===== src/rtl/calc_pkg.sv =====
// Shared calculator constants: datapath widths, BCD adjust constants and the
// converter state encoding.
package calc_pkg;

  localparam int CALC_WIDTH  = 18;
  localparam int CALC_DIGITS = 6;

  localparam logic [3:0] BCD_ADJ_THRESH = 4'd5;
  localparam logic [3:0] BCD_ADJ_INC    = 4'd3;

  typedef enum logic [1:0] {
    IDLE,
    SHIFT,
    FINISH
  } state_t;

endpackage


===== src/rtl/bcd_digit_adj.sv =====
// One BCD digit of the shift-add-3 step: digits of 5 or more get 3 added so
// the following left shift carries correctly into the next decimal digit.
module bcd_digit_adj
  import calc_pkg::*;
(
  input  logic [3:0] din,
  output logic [3:0] dout
);

  assign dout = (din >= BCD_ADJ_THRESH) ? din + BCD_ADJ_INC : din;

endmodule


===== src/rtl/calc_bcd_conv.sv =====
// Sign-magnitude to packed BCD converter, one magnitude bit per clock.
// Build option CALC_BCD_BLANK_EN enables the leading-zero blank mask.
module calc_bcd_conv
  import calc_pkg::*;
#(
  parameter int WIDTH  = CALC_WIDTH,
  parameter int DIGITS = CALC_DIGITS
) (
  input  logic                  clk,
  input  logic                  rst_n,
  input  logic                  start,
  input  logic [WIDTH-1:0]      bin_in,
  output logic                  busy,
  output logic                  done,
  output logic                  neg,
  output logic [4*DIGITS-1:0]   bcd,
  output logic [DIGITS-1:0]     blank
);

  localparam int MAG_W = WIDTH - 1;
  localparam int BCD_W = 4 * DIGITS;
  localparam int CNT_W = $clog2(WIDTH);

  state_t             state;
  logic [MAG_W-1:0]   mag;
  logic [BCD_W-1:0]   work;
  logic [BCD_W-1:0]   work_adj;
  logic [CNT_W-1:0]   count;
  logic               sign_nz;

  generate
    for (genvar gi = 0; gi < DIGITS; gi++) begin : g_adj
      bcd_digit_adj u_adj (
        .din  (work[4*gi +: 4]),
        .dout (work_adj[4*gi +: 4])
      );
    end
  endgenerate

  assign busy = (state != IDLE);

  always_ff @(posedge clk or negedge rst_n) begin
    if (!rst_n) begin
      state   <= IDLE;
      mag     <= '0;
      work    <= '0;
      count   <= '0;
      sign_nz <= 1'b0;
      done    <= 1'b0;
      neg     <= 1'b0;
      bcd     <= '0;
    end else begin
      done <= 1'b0;
      case (state)
        IDLE: begin
          if (start) begin
            // Negative zero is folded into a positive result here.
            sign_nz <= bin_in[WIDTH-1] & (|bin_in[MAG_W-1:0]);
            mag     <= bin_in[MAG_W-1:0];
            work    <= '0;
            count   <= '0;
            state   <= SHIFT;
          end
        end
        SHIFT: begin
          {work, mag} <= {work_adj, mag} << 1;
          count       <= count + 1'b1;
          if (count == CNT_W'(WIDTH - 2)) state <= FINISH;
        end
        FINISH: begin
          bcd   <= work;
          neg   <= sign_nz;
          done  <= 1'b1;
          state <= IDLE;
        end
        default: state <= IDLE;
      endcase
    end
  end

`ifdef CALC_BCD_BLANK_EN
  logic [DIGITS-1:0] blank_next;
  logic              upper_zero;

  // Walk down from the top digit; digit 0 is never blanked.
  always_comb begin
    blank_next = '0;
    upper_zero = 1'b1;
    for (int i = DIGITS - 1; i >= 1; i--) begin
      upper_zero    = upper_zero && (work[4*i +: 4] == 4'd0);
      blank_next[i] = upper_zero;
    end
  end

  always_ff @(posedge clk or negedge rst_n) begin
    if (!rst_n) begin
      blank <= '0;
    end else if (state == FINISH) begin
      blank <= blank_next;
    end
  end
`else
  assign blank = '0;
`endif

endmodule


===== config.mk =====
export PLATFORM = sky130hd
export DESIGN_NAME = calc_bcd_conv
export DESIGN_NICKNAME = d
export VERILOG_FILES = /design/src/rtl/calc_pkg.sv /design/src/rtl/bcd_digit_adj.sv /design/src/rtl/calc_bcd_conv.sv
export SDC_FILE = /design/constraint.sdc
export NUM_CORES = 1
export LEC_CHECK = 0
export ABC_AREA = 1
export CORE_MARGIN = 4
export CORE_UTILIZATION = 55
export CTS_BUF_LIST = sky130_fd_sc_hd__clkbuf_8
export CTS_CLUSTER_DIAMETER = 30
export DETAILED_ROUTE_END_ITERATION = 7
export PLACE_DENSITY = 0.89
export SETUP_SLACK_MARGIN = 0.15
export SLEW_MARGIN = 0
export SYNTH_ARGS = -nofsm -noshare
export SYNTH_HDL_FRONTEND = slang
export SYNTH_SLANG_ARGS = --single-unit

===== constraint.sdc =====
create_clock -name clk -period 2.78 [get_ports clk]
set_input_delay 0.278 -clock clk [delete_from_list [all_inputs] [get_ports clk]]
set_output_delay 0.278 -clock clk [all_outputs]
set_load 0.02 [all_outputs]

======== Word level (Yosys, flattened, before mapping) ========
Cells that the tools add are included.
operators by class
  multiply operators ...................... 0
  reductions and logical operators ........ 7
  equality and inequality tests ........... 5
  magnitude comparators ................... 6
  bitwise operators ....................... 1
  div/mod/pow operators ................... 0
  multiplexer cells ....................... 16
  $add $sub $neg .......................... 7
  shift operators ......................... 0
operators with widths
  kind                   number
  $pmux W24 S2           1
  $pmux W17 S2           1
  $ge A4 B3 Y1 const B   6
  $mux W24               1
  $add A4 B2 Y4 const B  5
  $mux W4                5
  $mux W17               1
  $reduce_or A17 Y1      1
  $pmux W5 S2            1
  $reduce_and A2 Y1      3
  $add A5 B1 Y5 const B  1
  $eq A5 B5 Y1 const B   1
  $mux W5                1
  $mux W2                2
  $ne A2 B2 Y1 const B   2
  $pmux W2 S2            1
  $reduce_bool A2 Y1     2
  $add A3 B2 Y3 const B  1
  $mux W3                1
  $eq A2 B1 Y1 const B   1
  $eq A2 B2 Y1 const B   1
  $logic_not A2 Y1       1
  $and A1 B1 Y1          1
  $mux W1                1
word-level totals
  logic and storage cells ................. 50
  ROM bits ................................ 0
  memory bits (writable) .................. 0
  register bits ........................... 75
  output and inout port bits .............. 33
  input port bits ......................... 21
  bits in latches ......................... 0
  memories ................................ 0

======== Depth between registers and ports, before layout ========
Gate-level depths: netlist of run 1.
  depth after elaboration ................. 3
  gate-level depth with buffers ........... 8

======== Cells and area by module ========
From an unflattened synthesis of run 1, not the netlist that was laid out.
second synthesis, totals
  cells, all modules ...................... 467
  area total of the unflattened synthesis .. 3948.8 sq um
modules (own cells, without submodules)
  module         sequential area each (sq um)  cells an instance  times used  area an instance (sq um)
  calc_bcd_conv  1876.8                        329                1           3138.0
  bcd_digit_adj  0.0                           23                 6           135.1

======== Worst setup path before layout of run 1 ========
No wires, ideal clock.
  kind .................................... reg2reg
  start point ............................. register work[0]
  end point ............................... register work[1]
  stages on the path, launching flop included .. 9
  slack ................................... 1582 ps
  path buffers ............................ 0
  arrival ................................. 1116 ps
  required time ........................... 2697 ps
  clock period less this slack ............ 1198 ps
  library setup time ...................... 83 ps
  cell sequence ........................... dfrtp_1 -> inv_1 -> ha_1 -> inv_1 -> nand2_1 -> nand3_1 -> nand2_1 -> nand2_1 -> o21ai_0
on the way
  longest elaborated chain between the ends .. 3
RTL lines
  what                                                  line                 source
  start: declaration                                    calc_bcd_conv.sv:26  logic [BCD_W-1:0] work;
  start signal: assignment                              calc_bcd_conv.sv:66  {work, mag} <= {work_adj, mag} << 1;
  $add A4 B2 Y4 / $ge A4 B3 Y1 (equally long branches)  bcd_digit_adj.sv:10  assign dout = (din >= BCD_ADJ_THRESH) ? din + BCD_ADJ_INC : din;
  $mux W4 (*)                                           bcd_digit_adj.sv:10
  $pmux W24 S2 (*)                                      calc_bcd_conv.sv:54  case (state)
Mark *: on every way between the ends. The rest lies on a longest branch, timed or not.
A chain may end at the register's enable or synchronous reset.

======== Final worst setup path of run 1 ========
  start point ............................. register state[0]
  end point ............................... output busy
on the way
  longest elaborated chain between the ends .. 1
RTL lines
  what                      line                 source
  start: declaration        calc_bcd_conv.sv:24  state_t state;
  start signal: assignment  calc_bcd_conv.sv:44  state <= IDLE;
  start signal: assignment  calc_bcd_conv.sv:62  state <= SHIFT;
  start signal: assignment  calc_bcd_conv.sv:68  if (count == CNT_W'(WIDTH - 2)) state <= FINISH;
  $reduce_bool A2 Y1        calc_bcd_conv.sv:40  assign busy = (state != IDLE);
  end: declaration          calc_bcd_conv.sv:13  output logic busy,
Every way passes these cells.

==> results of run 1 <==
[worst max-delay path: cells and delay by family (launching register included)]
kind	cells	cell delay [ps]
and+or+nand+nor	1	250
DFF	1	440
buffers and inverters	2	650
[worst max path at each step]
stage,from,end,cells past startpoint
finish,state[0],busy,3
global route,state[0],busy,3
CTS,state[0],busy,3
detailed placement,start,work[1],6
global placement,start,work[22],6
floorplan,work[0],work[1],8
[cell families (layout without fill, tap and decap cells)]
logic type / Yosys count / count (layout) / synth area share
AOI/OAI and AO/OA: 87 / 87 / 0.156
adders and majority gates: 14 / 14 / 0.0465
and+or+nand+nor: 175 / 175 / 0.194
DFF: 75 / 75 / 0.498
other: 1 / 6 / 0.000995
buffers and inverters: 79 / 122 / 0.105
[power groups by stage]
stage          Sequential (mW)  Combinational (mW)  Clock [mW]
6_report                  1.99                2.54       0.823
5_1_grt                   2.05                2.86       0.901
4_1_cts                   1.98                2.55       0.843
3_5_place_dp              2.00                2.53           0
3_3_place_gp              1.96                2.39           0
2_1_floorplan             2.11                1.69           0
[flip-flops by register name, summed over array words and instances (netlist names)]
register	cells
state	2
neg	1
sign_nz	1
work	24
bcd	24
mag	17
done	1
count	5
[layer usage]
metal,routed length [um],GRT usage,vias up,share of wire
met1,3240,0.246,1432,0.42
met4,121,0.0766,0,0.016
met2,3970,0.332,77,0.51
met5,0,0,-,0
met3,415,0.0567,13,0.054
li1,-,-,1464,-
[cell type report]
cell class              count  area (sq um)
clock buffers              11           151
clock inverters             4          42.5
fillers                   478          2090
inverters                  57           216
multi-input cells         282          1520
flip-flops and latches     75          1880
well taps                  77          96.3
repair buffers             50           503
[synth_stat cells (all sizes together)]
cell type / number / share of area
conb: 1 / 0.00099
or2: 1 / 0.0017
a21oi: 16 / 0.037
nand4: 8 / 0.013
nor2: 25 / 0.026
nor3: 1 / 0.0013
inv: 57 / 0.057
clkbuf: 3 / 0.0033
buf: 19 / 0.044
nand2: 118 / 0.12
dfrtp: 75 / 0.50
nand3: 22 / 0.029
o22ai: 18 / 0.043
o21ai: 53 / 0.075
ha: 14 / 0.046
[per-stage QoR]
step / total power [mW] / hold slack, ps
3_3_place_gp: 4.35 / 363
6_report: 5.35 / 484
4_1_cts: 5.38 / 483
3_5_place_dp: 4.52 / 369
2_1_floorplan: 3.80 / -17.6
5_1_grt: 5.82 / 516
==> reports/results.txt, run 1 <==
The post-detailed-route via-to-cell ratio is 5.37. The max-cap violation count came out at 0. The tools report the part of the power in registers as 0.372. Adding up every negative setup slack in the final design gives 0 ps. The count of TritonRoute iterations in the first routing pass is 4, and the register bit total from synthesis is 75. The logs give 5.84 ps for the setup skew after layout and 0 for the count of buffers added by post-CTS timing repair for setup. The clock transition at the register clock pins on the worst setup and hold paths after CTS was 70 ps; the number of clock sinks was 75. The half-perimeter wire length after placement is 5430 um, and the post-synthesis cell count is 431.

The run gives 0.496 as the worst max-slew margin expressed relative to the limit. In this run the most critical hold path is launched from bcd[7]. For the wire length reported by the detailed router, the log shows 7740 um.

The worst register-to-register path has a depth of 5. The library cells used most frequently in the layout, excluding fill and tap cells, are 115 x sky130_fd_sc_hd__nand2_1, 75 x sky130_fd_sc_hd__dfrtp_1, 56 x sky130_fd_sc_hd__inv_1. On the critical path, the stage with the largest delay is an instance of sky130_fd_sc_hd__clkdlybuf4s50_1. The fraction of the yosys area taken by sequential cells was 0.498; the initial antenna violation count was 0. Summing every instance area after synthesis gives 3770 sq um. The placed instances occupy a cell area of 4200 sq um.

For the worst setup path, the data required time is 2500 ps. Setup violations remaining at the end of the flow were counted as 0. After the last flow step, the layout net total stands at 510. The worst hold path terminates at bcd[7]. The clock period could shrink to 1970 ps. At the pin with the least slew margin, the transition time is 755 ps. The run gives 2,969 as the via count of the first global-routing pass.

Initial standard-cell utilization of the core: 0.580. VDD sags by at most 431 uV. The sort of element at the end of the critical path is an output port. The worst register-to-register path ends at work[1].

After the flow finishes, the layout carries non-filler instances totaling 556. The final number of max-transition violations is 0. The cell area power density works out to 1210 nW/um^2.

Timing analysis after detailed placement gives a worst setup slack of 924 ps. The tools report the core box area as 6490 sq um. The switching share of total power works out to 0.427. The die boundary height is 90.8 um, and the number of hold-slack violations in the final timing report is 0. The post-route worst setup slack is 811 ps.

By startpoint and endpoint, the worst setup path is classified as reg2out. The total global-route track usage is 0.200. In this run the static leakage power is 2.18 nW. The logs give 0 for the quantity of gates resized following cts and 2.28 mW for the total net switching power. The average instance in the mapped netlist occupies 8.75 sq um. For this run the aggregate overflow at the end of global routing stands at 0.

The H-tree was split into 3 levels. The clock reaches the later pin of the worst-skew pair after 350 ps. The utilization after layout is 0.678.

The run finished with clean final reports. TritonCTS built the clock tree. The cell sitting at the root of the clock tree is a sky130_fd_sc_hd__clkbuf_8. The min-delay analysis places its worst path in the category reg2reg.

The tools report the antenna diode count as 0. Setup repair after global routing left no endpoint under its margin. The first global-routing pass estimated 13,300 um of wire.

Buffers inserted during clock tree synthesis total 9. In the final routed layout, each cell accounts on average for 13.9 um. The growth of design area from synthesis to finish was 16.8%; the distinct cell type count of the synthesized netlist was 26. Peak clock frequency supported by timing: 0.508 GHz. The worst register-to-register path begins at state[0]. For the portion of total power attributed to combinational logic, the log shows 0.474. Along the worst hold path, the cell count comes to 2. The longest clock path from root to sink contains 2 buffers.

After detailed placement, the design holds a cell count of 540. The ratio of cells with drive above 1 in the final layout was 0.113. Input and output buffers added on the ports amount to 47.

The finished cells cover 4400 sq um. After floorplanning, the core was divided into 29 placement rows. The run gives 54 as the number of ports placed on the die boundary. Largest fanout on the critical path: 3.

The run gives 0 as the final routed DRC violation total. The count of hold buffers inserted by post-cts repair is 1. In this design, the stage delay of the slowest critical-path cell is 550 ps.

During synthesis, Yosys emitted a total of 0 warnings. The internal power of the cells totals 3.06 mW. The floorplan die area is 8240 sq um.

The part of the total power dissipated in the clock network is 0.154. The most common cell after layout, fill and taps aside was sky130_fd_sc_hd__nand2_1. The run gives 0.801 as the last weighted congestion value of the routability-driven placer.

Once detail routing completed, the nets flagged for antenna violations numbered 0. The routed layout has 2,986 vias. From left edge to right edge, the die measures 90.8 um. The final cycle utilization of the critical path was 0.708; the worst-case register-to-register setup slack was 1010 ps. In this run, the number of DRC markers left after iteration 0 of detailed routing was 224.

The signal on the critical path passes through nor2_2 > inv_1 > clkdlybuf4s50_1. The run gives 1690 ps as the critical path arrival. STA classifies the critical path startpoint as a flip-flop. Entering global routing, the biggest net connects 50 pins.
No activity file was read; power rests on OpenSTA's default activity.
==> inputs of run 2 (changes only) <==
Settings changed: CORE_UTILIZATION 55 to 51, PLACE_DENSITY 0.89 to 0.87.
Clock period 2.78 ns to 1.6 ns, I/O delays scaled along.
==> run 2 against run 1 <==
Net effect: clock skew grew 5.3 ps; wire length is essentially flat; non-clock buffer count grew 4; die area grew 7.1%; first-iteration DRC count shrank 10%; global-route usage shrank 0.69 points; combinational power grew 71%; largest cell class unchanged; via count grew 0.37%; largest power group unchanged; sequential cell count is the same; clock-buffer cell count shrank 2.
==> reports/results.txt, run 2 (synthesis gave the netlist of run 1 again) <==
The number of nets in the final layout was 514 (+0.78%); the number of hold-slack violations in the final timing report was 0 (unchanged). The floorplan die area came out at 8830 sq um (+7.1%). The last weighted congestion value of the routability-driven placer was 0.819 (+2.2%); the worst-case register-to-register setup slack was 230 ps (-780 ps). The tools report the critical path arrival as 1640 ps (-50 ps).

The number of H-tree levels is 3 (unchanged), and the global-route wire length before repair is 13,300 um (about the same). Core box area: 7210 sq um (+11%). The initial antenna violation count was 0 (unchanged). The cell area power density is 2100 nW/um^2 (+73%). Number of ports placed on the die boundary: 54 (unchanged). For the initial detailed-routing violation count, the log shows 201 (-10%). The run finished with clean final reports. The maximum VDD drop was 1160 uV (+170%).

The post-layout minimum cycle time is 1370 ps. The final global-route overflow total was 0 (unchanged); the clock latency on the worst-skew pair was 370 ps (+20 ps). The width of the chip works out to 94.0 um (+3.5%). Number of clock sinks: 75 (unchanged). The run gives 4500 sq um (+2.3%) as the design area.

STA classifies the critical path endpoint as a flip-flop. The final number of max-transition violations was 0 (unchanged); the floorplan row count was 31 (+6.9%). The overall via count from detail_route is 2,997 (+0.37%), and the final worst hold slack is 341 ps (-143 ps). The count of TritonRoute iterations in the first routing pass was 4 (unchanged); the largest net degree at the start of global routing was 76 (+52%).

The logs give 0 (unchanged) for the residual antenna-violating net count after detailed routing and 5160 um (-4.9%) for the half-perimeter wire length after placement. The final cycle utilization of the critical path was 0.854; the peak clock frequency supported by timing was 0.732 GHz. The run gives 0 (unchanged) as the total setup violations reported at the end of the flow. The worst hold path belongs to the class in2async. The post-route worst setup slack was 233 ps (-577 ps). The library cell used most frequently in the layout, excluding fill and tap cells, is sky130_fd_sc_hd__nand2_1.

The worst reg2reg path startpoint is work[4]. The tools report the setup skew after layout as 11.2 ps (+5.34 ps). The largest fanout on the critical path is 5 (+2). Setup repair after global routing left no endpoint under its margin. The tools report the critical path launch point type as a flip-flop. The via count of the first global-routing pass was 3,063 (+3.2%).

The top cell types in the final layout, fill and taps aside, are 115 x sky130_fd_sc_hd__nand2_1, 73 x sky130_fd_sc_hd__dfrtp_1, 50 x sky130_fd_sc_hd__inv_1. The worst register-to-register path ends at work[5]. The ratio of cells with drive above 1 in the final layout is 0.151 (+0.0381). The wire length reported by the detailed router is 7750 um (about the same). The logs give 2 (unchanged) for the maximum buffer depth of the clock tree and 151 ps (-774 ps) for the worst setup slack before clock tree synthesis.

The run gives 0 (unchanged) as the antenna diode count. In the final layout, the registers with the most flip-flops are bcd x24, work x24, mag x17. The tools report the utilization after layout as 0.624 (-0.0535).

TritonCTS built the clock tree. The tools report the total global-route track usage as 0.193 (-0.00693). The max-cap violation count came out at 0 (unchanged).

Aggregate negative setup slack: 0 ps (unchanged). The tools report the filler cell count in the final layout as 616 (+29%). The critical path required time is 1880 ps (-620 ps). The depth of the most critical reg-to-reg path works out to 8 (+3).

The final routed DRC violation total was 0 (unchanged). The worst setup path is of the reg2reg kind. The routed length per placed instance was 13.3 um (-4.5%). For the number of CTS-inserted buffers, the log shows 9 (unchanged).

For the total leakage power, the log shows 2.28 nW (+4.6%). Relative to the synthesized area, the layout overhead comes to 19.4%. The clock transition at the register clock pins on the worst setup and hold paths after CTS works out to 80 ps (about the same). Die boundary height: 94.0 um (+3.5%). For the initial standard-cell utilization of the core, the log shows 0.523 (-0.0579). The cell sitting at the root of the clock tree is a sky130_fd_sc_hd__clkbuf_8. The post-placement cell area is 4260 sq um (+1.5%), and the number of buffers added on ports is 47 (unchanged). The post-detailed-route via-to-cell ratio came out at 5.14 (-4.3%).
## run 2: changes by cell type in the layout (fill, tap and decap cells not counted), moves of 3 or more
cell / before / now
sky130_fd_sc_hd__dlygate4sd2_1: 0 / 26
sky130_fd_sc_hd__inv_2: 2 / 5
sky130_fd_sc_hd__nand3_1: 22 / 17
sky130_fd_sc_hd__clkdlybuf4s50_1: 46 / 19
sky130_fd_sc_hd__inv_1: 56 / 50
sky130_fd_sc_hd__nand3_2: 0 / 5
sky130_fd_sc_hd__buf_4: 1 / 4
## run 2: timing repair
item	4_1_cts	5_1_grt
hold buffers	1	0
buffers inserted	0	1
gates resized for setup	29	16
endpoints found under the setup margin	28	38
endpoints found under the hold margin	75	0
pin swaps	0	1
cloned	0	0
## run 2: how the worst max path moves through the flow
| stage | startpoint | endpoint | slack [ps] | depth (start not counted) |
|---|---|---|---|---|
| after floorplan | work[0] | work[1] | 400 | 8 |
| after global placement | start | work[2] | 220 | 6 |
| after detailed placement | start | work[8] | 150 | 6 |
| after CTS | state[0] | busy | 70 | 3 |
| after global routing | work[4] | work[5] | 150 | 8 |
| final | work[4] | work[5] | 230 | 8 |
## run 2: layout make-up
type / instances / area (sq um) / area share
Clock buffer: 9 / 124 / 0.0275
Clock inverter: 7 / 101 / 0.0225
Inverter: 57 / 221 / 0.0492
Multi-Input combinational cell: 282 / 1550 / 0.343
Sequential cell: 75 / 1880 / 0.417
Tap cell: 99 / 124 / 0.0275
Timing Repair Buffer: 54 / 508 / 0.113
## run 2: power breakdown
part / internal (mW) / total, mW / switching (mW)
sequential: 2.79 / 3.46 / 0.672
clock: 0.888 / 1.65 / 0.763
combinational: 1.66 / 4.35 / 2.69
total: 5.34 / 9.46 / 4.12
## run 2: worst max-delay path: stages (launching register included)
cell and delay (ps):
sky130_fd_sc_hd__dfrtp_2 450, sky130_fd_sc_hd__inv_2 90, sky130_fd_sc_hd__ha_1 180, sky130_fd_sc_hd__inv_1 50, sky130_fd_sc_hd__nand2_1 90, sky130_fd_sc_hd__nand3_2 120, sky130_fd_sc_hd__nand2_1 80, sky130_fd_sc_hd__nand2_1 50
sky130_fd_sc_hd__o21ai_0 170
## run 2: routing by layer
| metal | vias up | routed length (um) | GRT usage | part of all wire |
|---|---|---|---|---|
| li1 | 1478 | - | - | - |
| met1 | 1437 | 3370 | 0.221 | 0.43 |
| met2 | 67 | 3880 | 0.341 | 0.50 |
| met3 | 15 | 372 | 0.0537 | 0.048 |
| met4 | 0 | 134 | 0.0710 | 0.017 |
| met5 | - | 0 | 0 | 0 |
## run 2: metrics by stage
| stage | instances | total power [mW] |
|---|---|---|
| after floorplan | 436 | 6.60 |
| final | 583 | 9.46 |
| after detailed placement | 565 | 7.92 |
| after global routing | 583 | 10.3 |
| after CTS | 582 | 9.43 |
| after global placement | 565 | 7.64 |
==> inputs of run 3 (changes only) <==
Settings changed: TNS_END_PERCENT set to 10.
==> run 3 against run 2 <==
Net effect: total power up 1.7%; wire length down 0.32%; sequential share of layout area down 0.15 points; final cell count unchanged; clock-buffer cell count unchanged; clock skew up 1.6 ps; critical path depth down 7; highest routed layer unchanged.
==> reports/results.txt, run 3 (synthesis gave the netlist of run 1 again) <==
The tools report the part of the total power dissipated in the clock network as 0.172 (-0.002). The tools report the clock latency on the worst-skew pair as 370 ps (about the same). The floorplan row count was 31 (unchanged). The family with the most delay on the worst path is buffers and inverters. The tools report the final global-route overflow total as 0 (unchanged). Critical path required time: 1440 ps (-440 ps). The final cycle utilization of the critical path was 0.937 (+0.0830); the number of nets in the final layout was 514 (unchanged). The startpoint identified for the worst register-to-register timing path is work[12]. The flow ran to the end, and the final reports show no timing, DRC or antenna violations.

The number of buffer and inverter instances along the worst setup path is 1 (-1), and the final routed DRC violation total is 0 (unchanged). TritonCTS built the clock tree. The run gives 9.62 mW (+1.7%) as the total chip power.

The run gives 1340 ps (-300 ps) as the critical path arrival. The worst setup path endpoint is done. The die boundary height was 94.0 um (unchanged). The endpoint identified for the worst register-to-register timing path is work[13].

Walking the worst path, the cells encountered are clkdlybuf4s50_1. The number of CTS-inserted buffers is 9 (unchanged). The tools report the origin of the worst setup path as done.

Ratio of cells with drive above 1 in the final layout: 0.145 (-0.00620). The logs give 8830 sq um (unchanged) for the floorplan die area and 0.819 (unchanged) for the last weighted congestion value of the routability-driven placer. The aggregate negative setup slack was 0 ps (unchanged). STA classifies the critical path endpoint as an output port. For the worst-case register-to-register setup slack, the log shows 230 ps (about the same). The overall via count from detail_route is 3,001 (+0.13%), and the maximum buffer depth of the clock tree is 2 (unchanged).

Initial standard-cell utilization of the core: 0.523 (unchanged). The peak per-stage delay on the critical path is 620 ps (+170 ps). For the total net switching power, the log shows 4.11 mW (-0.19%).

The post-layout minimum cycle time was 1500 ps (+133 ps). The clock transition at the register clock pins on the worst setup and hold paths after CTS is 80 ps (about the same), and the residual antenna-violating net count after detailed routing is 0 (unchanged). Leaving out fill and tap cells, the most frequent cells in the layout are 115 x sky130_fd_sc_hd__nand2_1, 73 x sky130_fd_sc_hd__dfrtp_1, 50 x sky130_fd_sc_hd__inv_1.

The area growth from synthesis to layout is 19.9%. The antenna diode count is 0 (unchanged), and the count of TritonRoute iterations in the first routing pass is 4 (unchanged). The tools report the number of hold-slack violations in the final timing report as 0 (unchanged).

The largest registers in the layout are bcd x24, work x24, mag x17. The cell area power density came out at 2130 nW/um^2 (+1.4%). The via count of the first global-routing pass is 3,065 (+0.065%). The part of the power in registers is 0.361 (-0.005). The critical path's slowest cell was sky130_fd_sc_hd__clkdlybuf4s50_1. The filler cell count in the final layout came out at 604 (-1.9%). The switching share of total power works out to 0.428 (-0.00827).

The maximum VDD drop came out at 1160 uV (about the same). The logs give 242 (+20%) for the initial detailed-routing violation count and 2.21 nW (-3.1%) for the total leakage power. The post-detailed-route via-to-cell ratio is 5.15 (+0.13%). In this run the worst hold path is classified as in2async. Number of cells on the critical path: 1 (-7). The number of H-tree levels was 3 (unchanged). The setup skew after layout is 12.7 ps (+1.55 ps), and the global-route wire length before repair is 13,300 um (-0.15%). Depth of the most critical reg-to-reg path: 8 (unchanged).

The peak clock frequency supported by timing is 0.667 GHz (-8.9%). The logs give 7210 sq um (unchanged) for the core box area and 76 (unchanged) for the largest net degree at the start of global routing. The half-perimeter wire length after placement was 5160 um (unchanged). The width of the chip is 94.0 um (unchanged), and the number of buffers added on ports is 47 (unchanged). The root cell of the clock tree is sky130_fd_sc_hd__clkbuf_8.

The routed length per placed instance came out at 13.3 um (-0.32%). The critical path is of the reg2out type. The total global-route track usage was 0.193 (about the same); the number of ports placed on the die boundary was 54 (unchanged). Setup repair after global routing could not meet its margin everywhere. The critical path launch point type is a flip-flop. The largest fanout on the critical path was 1 (-4); the portion of total power attributed to combinational logic was 0.467 (+0.008). The wire length reported by the detailed router was 7730 um (-0.32%).

The max-cap violation count came out at 0 (unchanged). The most common cell after layout, fill and taps aside was sky130_fd_sc_hd__nand2_1. Initial antenna violation count: 0 (unchanged). The internal power consumption was 5.51 mW (+3.2%); the total setup violations reported at the end of the flow was 0 (unchanged). The run gives 75 (unchanged) as the number of clock sinks. Final number of max-transition violations: 0 (unchanged).
run 3: area by class of cell:
| type | instances | area [sq um] | area share |
|---|---|---|---|
| Clock inverter | 7 | 101 | 0.0224 |
| Inverter | 57 | 221 | 0.0490 |
| Timing Repair Buffer | 54 | 539 | 0.119 |
| Multi-Input combinational cell | 282 | 1530 | 0.339 |
| Sequential cell | 75 | 1880 | 0.416 |
| Clock buffer | 9 | 124 | 0.0274 |
| Tap cell | 99 | 124 | 0.0274 |
run 3: power groups by stage:
stage / registers, mW / logic, mW / clock network (mW)
after global routing: 3.59 / 5.07 / 1.77
final: 3.48 / 4.50 / 1.65
after floorplan: 3.66 / 2.93 / 0
after CTS: 3.46 / 4.48 / 1.67
after detailed placement: 3.48 / 4.44 / 0
after global placement: 3.42 / 4.21 / 0
run 3: how the worst min path moves through the flow:
| stage | startpoint | endpoint |
|---|---|---|
| 4_1_cts | rst_n | work[11] |
| 6_report | rst_n | count[1] |
| 3_3_place_gp | rst_n | count[1] |
| 2_1_floorplan | rst_n | bcd[0] |
| 3_5_place_dp | rst_n | mag[0] |
| 5_1_grt | rst_n | mag[0] |
run 3: per-stage QoR:
step / worst slack, ps / instances / area (sq um) / utilization / hold slack, ps
final: 101 / 583 / 4520 / 0.626 / 337
after global routing: 41.6 / 583 / 4520 / 0.626 / 403
after CTS: 69.5 / 582 / 4500 / 0.623 / 357
after detailed placement: 151 / 565 / 4260 / 0.591 / 223
after global placement: 219 / 565 / 4260 / 0.591 / 219
after floorplan: 402 / 436 / 3790 / - / -136
run 3: tightest hold or removal path, delay by kind of cell:
family                 cells  cell delay (ps)
buffers and inverters      3              950
run 3: repair_timing:
item	4_1_cts	5_1_grt
gates resized for setup	3	14
endpoints found under the setup margin	28	63
pin swaps	0	1
endpoints found under the hold margin	75	0
hold buffers	1	0
buffers inserted	0	1
run 3: per-layer routing:
metal  share of wire  GRT usage  routed length [um]
met1            0.42      0.220                3280
met2            0.50      0.341                3850
met3           0.061     0.0537                 472
met4           0.016     0.0710                 124
met5               0          0                   0
